`config.mk`:
```
export PLATFORM = sky130hd
export DESIGN_NAME = beq_predictor
export DESIGN_NICKNAME = d
export VERILOG_FILES = /design/src/rtl/bp_pkg.sv /design/src/rtl/sat_counter2.sv /design/src/rtl/beq_predictor.sv
export SDC_FILE = /design/constraint.sdc
export NUM_CORES = 1
export LEC_CHECK = 0
export ABC_AREA = 0
export CORE_MARGIN = 2
export CORE_UTILIZATION = 50
export DETAILED_ROUTE_END_ITERATION = 7
export PLACE_DENSITY = 0.84
export SLEW_MARGIN = 5
export SYNTH_ARGS = -nofsm -noshare
export SYNTH_HDL_FRONTEND = slang
export SYNTH_HIERARCHICAL = 1
export SYNTH_SLANG_ARGS = --single-unit
```
`constraint.sdc`:
```
create_clock -name CLK -period 3.2 [get_ports CLK]
set_input_delay 0.64 -clock CLK [delete_from_list [all_inputs] [get_ports CLK]]
set_output_delay 0.64 -clock CLK [all_outputs]
set_load 0.05 [all_outputs]
```
`src/rtl/bp_pkg.sv`:
```
// Shared definitions for the beq direction predictor: opcodes, counter states,
// the shadow pipeline entry and the B-type immediate decoder.
package bp_pkg;

   localparam logic [6:0] BEQ_OP     = 7'b1100011;
   localparam logic [2:0] FUNCT3_BEQ = 3'b000;

   // Storage width of PC/target inside a shadow entry; the top narrows on use.
   localparam int unsigned SHADOW_PC_W = 32;

   typedef enum logic [1:0] {
      SNT = 2'b00,
      WNT = 2'b01,
      WT  = 2'b10,
      ST  = 2'b11
   } cnt_e;

   typedef struct packed {
      logic                   valid;
      logic                   pred;
      logic [SHADOW_PC_W-1:0] pc;
      logic [SHADOW_PC_W-1:0] target;
   } shadow_t;

   // Sign-extended B-type branch offset, {imm[12:1], 1'b0}.
   function automatic logic [31:0] b_imm(input logic [31:0] instr);
      return {{19{instr[31]}}, instr[31], instr[7], instr[30:25], instr[11:8], 1'b0};
   endfunction

endpackage

```
`src/rtl/sat_counter2.sv`:
```
// Two-bit saturating up/down counter; the MSB is the taken prediction.
module sat_counter2
   import bp_pkg::*;
#(
   parameter cnt_e RST_VAL = WNT
)(
   input  logic clk,
   input  logic rst_n,
   input  logic i_inc,
   input  logic i_dec,
   output logic o_taken
);

   cnt_e r_cnt;

   // Increment has priority; the owner never requests both at once.
   always_ff @(posedge clk or negedge rst_n) begin
      if (!rst_n) begin
         r_cnt <= RST_VAL;
      end else if (i_inc && (r_cnt != ST)) begin
         r_cnt <= cnt_e'(r_cnt + 2'd1);
      end else if (i_dec && (r_cnt != SNT)) begin
         r_cnt <= cnt_e'(r_cnt - 2'd1);
      end
   end

   assign o_taken = r_cnt[1];

endmodule

```
`src/rtl/beq_predictor.sv`:
```
// Bimodal beq predictor: predicts in IF, tracks predictions through shadow
// IF/ID and ID/EX stages, resolves in EX and drives redirect/mispredict.
module beq_predictor
   import bp_pkg::*;
#(
   parameter int unsigned IDX_BITS = 4,
   parameter int unsigned PC_W     = 32,
   parameter int unsigned CNT_W    = 16
)(
   input  logic             CLK,
   input  logic             RST_N,
   input  logic [PC_W-1:0]  PC_IF,
   input  logic [31:0]      INSTR_IF,
   input  logic             STALL,
   input  logic             BR_TAKEN_EX,
   output logic             PRED_TAKEN_IF,
   output logic [PC_W-1:0]  PRED_TARGET_IF,
   output logic             BEQ_WRONG_PRED,
   output logic [PC_W-1:0]  REDIRECT_PC,
   output logic [6:0]       OP_CODE_EX,
   output logic [CNT_W-1:0] BR_COUNT,
   output logic [CNT_W-1:0] MISS_COUNT
);

   localparam int unsigned TBL_N = 2 ** IDX_BITS;

   logic [TBL_N-1:0]    w_tbl_msb;
   logic [IDX_BITS-1:0] w_if_idx;
   logic [IDX_BITS-1:0] w_upd_idx;
   logic                w_is_beq;
   logic                w_pred;
   logic [PC_W-1:0]     w_target;
   logic [PC_W-1:0]     w_ex_pc;
   logic                w_ex_valid;
   logic                w_wrong;
   logic                w_inc;
   logic                w_dec;
   logic                w_unused_instr;
   shadow_t             w_if_entry;
   shadow_t             w_ifid_nxt;
   shadow_t             w_idex_nxt;
   shadow_t             r_ifid;
   shadow_t             r_idex;
   logic [CNT_W-1:0]    r_br_cnt;
   logic [CNT_W-1:0]    r_miss_cnt;

   // Register-field bits of the instruction play no part in prediction.
   assign w_unused_instr = ^INSTR_IF[24:15];

   // IF: decode, index and target
   assign w_is_beq = (INSTR_IF[6:0] == BEQ_OP) && (INSTR_IF[14:12] == FUNCT3_BEQ);
   assign w_if_idx = PC_IF[IDX_BITS+1:2];
   assign w_pred   = w_is_beq & w_tbl_msb[w_if_idx];
   assign w_target = PC_IF + PC_W'(b_imm(INSTR_IF));

   assign PRED_TAKEN_IF  = w_pred;
   assign PRED_TARGET_IF = w_target;

   assign w_if_entry = '{valid:  w_is_beq,
                         pred:   w_pred,
                         pc:     SHADOW_PC_W'(PC_IF),
                         target: SHADOW_PC_W'(w_target)};

   // EX: resolve the tracked prediction against the compare result
   assign w_ex_valid = r_idex.valid;
   assign w_ex_pc    = PC_W'(r_idex.pc);
   assign w_wrong    = w_ex_valid & (BR_TAKEN_EX != r_idex.pred);
   assign w_upd_idx  = w_ex_pc[IDX_BITS+1:2];
   assign w_inc      = w_ex_valid &  BR_TAKEN_EX;
   assign w_dec      = w_ex_valid & ~BR_TAKEN_EX;

   assign BEQ_WRONG_PRED = w_wrong;
   assign OP_CODE_EX     = w_ex_valid ? BEQ_OP : 7'd0;

   always_comb begin
      REDIRECT_PC = '0;
      if (w_ex_valid) begin
         REDIRECT_PC = BR_TAKEN_EX ? PC_W'(r_idex.target) : (w_ex_pc + PC_W'(4));
      end
   end

   // Counter table; writes land at the edge, so a same-index IF read sees the old value.
   for (genvar gi = 0; gi < TBL_N; gi++) begin : g_tbl
      logic w_hit;
      assign w_hit = (w_upd_idx == IDX_BITS'(gi));

      sat_counter2 #(
         .RST_VAL (WNT)
      ) u_cnt (
         .clk     (CLK),
         .rst_n   (RST_N),
         .i_inc   (w_inc & w_hit),
         .i_dec   (w_dec & w_hit),
         .o_taken (w_tbl_msb[gi])
      );
   end

   // Shadow next state: a mispredict flush overrides the stall hold.
   always_comb begin
      w_ifid_nxt = r_ifid;
      w_idex_nxt = r_idex;
      if (w_wrong) begin
         w_ifid_nxt       = w_if_entry;
         w_ifid_nxt.valid = 1'b0;
         w_idex_nxt       = r_ifid;
         w_idex_nxt.valid = 1'b0;
      end else if (STALL) begin
         w_idex_nxt.valid = 1'b0;
      end else begin
         w_ifid_nxt = w_if_entry;
         w_idex_nxt = r_ifid;
      end
   end

   always_ff @(posedge CLK or negedge RST_N) begin
      if (!RST_N) begin
         r_ifid <= '0;
         r_idex <= '0;
      end else begin
         r_ifid <= w_ifid_nxt;
         r_idex <= w_idex_nxt;
      end
   end

   // Resolved-branch and mispredict statistics, wrapping
   always_ff @(posedge CLK or negedge RST_N) begin
      if (!RST_N) begin
         r_br_cnt   <= '0;
         r_miss_cnt <= '0;
      end else if (w_ex_valid) begin
         r_br_cnt <= r_br_cnt + CNT_W'(1);
         if (w_wrong) begin
            r_miss_cnt <= r_miss_cnt + CNT_W'(1);
         end
      end
   end

   assign BR_COUNT   = r_br_cnt;
   assign MISS_COUNT = r_miss_cnt;

endmodule

```
==> results of run 1 <==
through the flow:
step	hold WS, ps	setup TNS [ps]
floorplan	344	-318
global placement	442	-19500
detailed placement	451	-21380
CTS	273	-5770
global route	311	-7060
finish	254	-5630
final cells by class:
type	count	area, µm²
multi-input cells	1012	6860
fillers	1406	5540
flip-flops and latches	194	4880
repair buffers	395	4120
clock buffers	17	425
well taps	285	357
clock inverters	15	170
inverters	43	161
critical path, delay by kind of cell:
kind / cells / cell delay, ps
AND/OR/NAND/NOR: 2 / 280
AO/OA/AOI/OAI: 4 / 1070
buffers and inverters: 4 / 540
adder cells (fa/ha/maj): 2 / 490
power by group:
group          leakage, µW  internal (µW)  switching [µW]
Clock             0.000278           1110            1070
Sequential         0.00242           2690             186
Combinational      0.00512           1170            1320
Total              0.00782           4980            2570
synthesized netlist by cell type (all sizes together) (20+ instances only):
cell	instances	area, µm²
buf	51	347
o21ai	49	249
clkbuf	44	165
and2	41	257
dfrtp	178	4450
nand4	21	131
nor2	59	221
nand2	396	1490
a211oi	27	220
xor2	35	307
xnor2	49	429
a21o	24	180
inv	43	161
and3	20	125
nor3	20	105
a21oi	82	414
nand3	24	120
ha	36	450
worst paths after layout:
check	cells past startpoint	to
setup / recovery	12	PRED_TARGET_IF[27]
hold / removal	1	g_tbl[9].u_cnt/r_cnt[1]
setup reg to reg	7	r_ifid[4]
hold reg to reg	2	r_idex[27]
max in group asynchronous	2	r_ifid[6]
min in group CLK	2	r_idex[27]
what timing repair did:
| item | in CTS | in global routing |
|---|---|---|
| gates cloned | 1 | 0 |
| endpoints found under the setup margin | 46 | 38 |
| buffers inserted | 28 | 18 |
| resized for setup | 181 | 71 |
| pin swaps | 45 | 37 |
layer usage:
metal,GRT usage,share of wire
met3,0.0418,0.062
met4,0.123,0.037
met2,0.517,0.51
met5,0,0
met1,0.374,0.39
logic make-up after synthesis:
family | after synthesis | synth area share
simple gates | 618 | 0.238
compound gates | 249 | 0.146
flops | 194 | 0.427
buf+inv | 138 | 0.0589
xor+xnor | 84 | 0.0644
fa+ha+maj | 37 | 0.0412
mux | 21 | 0.0244
other cells | 1 | 0.000328
sequential cells by signal, summed over array words and instances, names as in the netlist:
signal             cells
BR_COUNT              16
r_ifid                65
w_ex_pc               32
g_tbl.u_cnt/r_cnt     32
w_ex_valid             1
MISS_COUNT            16
r_idex                32
==> results.yml, run 1 <==
clock_network:
  cts.clk_slew.worst_paths_ps: 70
  cts_buffers: 17
  cts_tree: "yes"
  cts_hold_buf: 0
  cts_num_sinks: 194
  htree_levels: 4
  insertion_delay_ps: 440
  clockBufferDepth: 2
  clockRootBuffer: "clkbuf_16"
critical_path:
  critical-path-max-stage-delay_ps: 470
  worstPathArrival_ps: 3020
  worstPathCellList: "buf_8 > ha_4 > fa_2 > a21o_1 > a221o_2 > buf_6 > a22oi_2 > a211o_1 > buf_6 > nor3b_4 > nor2_2 > buf_12"
  start_kind: "primary input"
  cp_common_cell: "buf_6"
  rrSetupSlack_ps: 950
  slowest_stage: "a221o_2"
  path_max_fanout: 3
  critPathRequiredTime_ps: 2560
  timing.rr.start: "w_ex_valid"
  startpoint: "PC_IF[1]"
  critical_path_class: "in2out"
  critPathCaptureType: "output port"
cells_and_area:
  final_cell_mix: "nand2_1 (391), buf_4 (216), dfrtp_1 (176)"
  fin_nets: 1768
  layout_commonest_cell: "nand2_1"
  post-route-util: 0.754
  final_cell_area_mm2: 0.0170
  n_antenna_cell: 0
  instances_no_fill: 1961
  drive_above_1_share: 0.319
  area_growth_pct: 48.5
logic_synthesis:
  yosys.cell_types.count: 71
  yosys_warnings: 6
  synth_top_flop_cell: "dfrtp_1"
  ys_async_sr_fraction: 1.00
  avgSynthCellArea_um2: 8.51
  ys_seq_area_frac: 0.427
  syn-instance-count: 1342
  synth-edff-count: 0
  yosys_register_bits: 194
  synthesis.area_mm2: 0.0114
global_routing:
  grt_pass1_wl_um: 56400
  grt_pass1_vias: 11100
  grt-ovfl-total: 0
  grt_max_degree: 86
  grtUsageTotal: 0.297
  antenna_found_initial: 0
routing:
  routedWlPerCell_um: 18.8
  vias_per_cell: 5.76
  postRouteAntennaNets: 0
  drtIter0Drc: 1003
  drcViolationCount: 0
  vias: 11300
  totalWireLength_um: 36800
  firstDrtPassIters: 6
sta:
  setup_violations: 25
  post-route-min-period_ps: 3660
  hold_viol_final: 0
  period_share: 1.15
  max_freq_ghz: 0.273
  fin_ws_ps: -464
  tightest_slew_ps: 707
  fin_worst_skew_ps: 7.15
  rsz0062_at_grt: "yes"
  slew_violations: 0
  relSlewSlack: 0.528
worst_hold_path:
  hp-class: "in2async"
status:
  violations: "setup timing"
  status: "complete, but fails checks"
flow_run:
  drv_cap: 0
placed_design:
  dpl_cell_area_mm2: 0.0150
  gp_congestion: 0.928
  hpwl_um: 24500
  port_buffers: 159
  dp_slack_ps: -1090
  dpl.cell_count: 1883
floorplan:
  core_area_mm2: 0.0225
  rows: 55
  die_x_um: 155
  die_area_mm2: 0.0241
  initial_utilization: 0.508
  ios: 173
  fp.dieH_um: 155
pwr:
  p_per_area_mw_per_mm2: 445
  leakagePower_uw: 0.00782
  ir_worst_vdd_mv: 0.331
  total_power_uw: 7550
(Power assumes the default switching activity.)
==> run 2, diff against run 1 <==
--- a/config.mk
+++ b/config.mk
@@ -9,7 +9,8 @@
 export CORE_MARGIN = 2
 export CORE_UTILIZATION = 50
 export DETAILED_ROUTE_END_ITERATION = 7
-export PLACE_DENSITY = 0.84
+export DONT_BUFFER_PORTS = 1
+export PLACE_DENSITY = 0.74
 export SLEW_MARGIN = 5
 export SYNTH_ARGS = -nofsm -noshare
 export SYNTH_HDL_FRONTEND = slang
==> run 2 against run 1 <==
Against the previous run: the run ends with hold timing, setup timing left; sequential share of layout area rose by 6.8 points; cell area fell by 19%; setup slack better by 110 ps; sequential power about the same; clock-buffer cell count up 1; utilization fell by 14 points; routed wire length down 17%; flip-flop and latch count is the same; die area did not move; clock skew up 9.9 ps; combinational power is 31% lower; maximum frequency is 3.1% higher.
==> results.yml, run 2 (synthesis gave the netlist of run 1 again) <==
placed_design:
  hpwl_um: 21900
  port_buffers: 0
  dp_slack_ps: -430
  gp_congestion: 0.919
routing:
  drcViolationCount: 0
  drtIter0Drc: 757
  postRouteAntennaNets: 0
  totalWireLength_um: 30600
  vias_per_cell: 5.58
  firstDrtPassIters: 5
  routedWlPerCell_um: 17.6
  vias: 9700
status:
  status: "complete, but fails checks"
  violations: "hold timing, setup timing"
critical_path:
  rrSetupSlack_ps: 1080
  path_delay_family: "compound AO/OA/AOI/OAI gates"
  critical_path_class: "in2out"
  timing.rr.start: "g_tbl[1].u_cnt/r_cnt[1]"
  critical-path-max-stage-delay_ps: 420
  critPathRequiredTime_ps: 2560
  reg2reg_depth: 6
  slowest_stage: "a221o_2"
  crit_cells: 9
  path_max_fanout: 2
  cp_num_buf_inv: 1
  startpoint: "PC_IF[1]"
  worstPathCellList: "ha_4 > fa_2 > a21o_1 > a221o_2 > a211oi_4 > a211oi_2 > mux2_4 > and3b_2 > buf_12"
  critPathCaptureType: "output port"
  worstPathArrival_ps: 2910
  r2r-end: "r_ifid[64]"
  start_kind: "primary input"
global_routing:
  grtUsageTotal: 0.252
  antenna_found_initial: 0
  grt_max_degree: 195
  grt-ovfl-total: 0
  grt_pass1_vias: 9426
  grt_pass1_wl_um: 48200
pwr:
  p_per_area_mw_per_mm2: 493
  total_power_uw: 6780
  leakagePower_uw: 0.00648
  ir_worst_vdd_mv: 0.341
cells_and_area:
  n_antenna_cell: 0
  layout_commonest_cell: "nand2_1"
  drive_above_1_share: 0.229
  regMostFlops: "r_ifid"
  post-route-util: 0.611
  final_cell_mix: "nand2_1 (394), dfrtp_1 (172), buf_4 (151)"
  multi_input_area_mm2: 0.00626
  fin_nets: 1546
  area_growth_pct: 20.3
  seqCellArea_mm2: 0.00488
  largest_register_ff_count: 65
  fillCellCount: 1864
clock_network:
  cts_tree: "yes"
  cts_buffers: 17
  cts.clk_slew.worst_paths_ps: 80
  cts_num_sinks: 194
  clockRootBuffer: "clkbuf_16"
  insertion_delay_ps: 440
  clockBufferDepth: 2
  htree_levels: 4
floorplan:
  rows: 55
  die_x_um: 155
  ios: 173
  core_area_mm2: 0.0225
  initial_utilization: 0.508
  die_area_mm2: 0.0241
  fp.dieH_um: 155
worst_hold_path:
  hp-class: "in2async"
sta:
  rsz0062_at_grt: "yes"
  slew_violations: 0
  fin_ws_ps: -354
  relSlewSlack: 0.263
  hold_viol_final: 178
  setup_violations: 13
  max_freq_ghz: 0.281
  hold-worst-slack_ps: -97.0
  fin_worst_skew_ps: 17.1
  post-route-min-period_ps: 3550
  tightest_slew_ps: 1100
  period_share: 1.11
flow_run:
  drv_cap: 0
run 2: changes by cell type in the layout (fill, tap and decap cells not counted), sizes merged, moves of 2 or more:
cell,delta
buf,-130
dlymetal6s2s,-2
clkdlybuf4s50,-60
clkinv,-2
clkdlybuf4s15,-4
clkbuf,-2
dlygate4sd2,-23
run 2: power by group:
group	total [µW]	internal, µW	switching, µW	leakage [µW]
Sequential	2870	2700	171	0.00241
Clock	2210	1200	1010	0.000289
Combinational	1700	694	1010	0.00378
run 2: worst max-delay path by stage:
stage	to	slack, ps
floorplan	PRED_TARGET_IF[25]	-250
global placement	PRED_TARGET_IF[25]	-430
detailed placement	PRED_TARGET_IF[25]	-430
CTS	PRED_TARGET_IF[25]	-310
global route	PRED_TARGET_IF[31]	-380
finish	PRED_TARGET_IF[25]	-350
run 2: area by class of cell:
type / instances / area share
clock inverters: 14 / 0.0121
clock buffers: 18 / 0.0320
inverters: 43 / 0.0117
well taps: 285 / 0.0259
repair buffers: 173 / 0.108
flip-flops and latches: 194 / 0.355
multi-input cells: 1012 / 0.455
run 2: repair_timing:
item | 4_1_cts | 5_1_grt
resized for setup | 30 | 58
setup buffers | 8 | 8
pin swaps | 17 | 16
endpoints found under the setup margin | 26 | 36
endpoints found under the hold margin | 178 | 178
run 2: per-stage QoR:
stage | cells | area (µm²) | setup TNS, ps
after floorplan | 1344 | 11500 | -318
after global placement | 1691 | 12600 | -2990
after detailed placement | 1691 | 12600 | -3090
after CTS | 1731 | 13400 | -1780
after global routing | 1739 | 13700 | -3090
final | 1739 | 13700 | -2050
run 2: layer usage:
layer	GRT usage	routed length [µm]
met5	0	0
met1	0.332	13300
met4	0.0935	829
met3	0.0591	2030
met2	0.407	14400
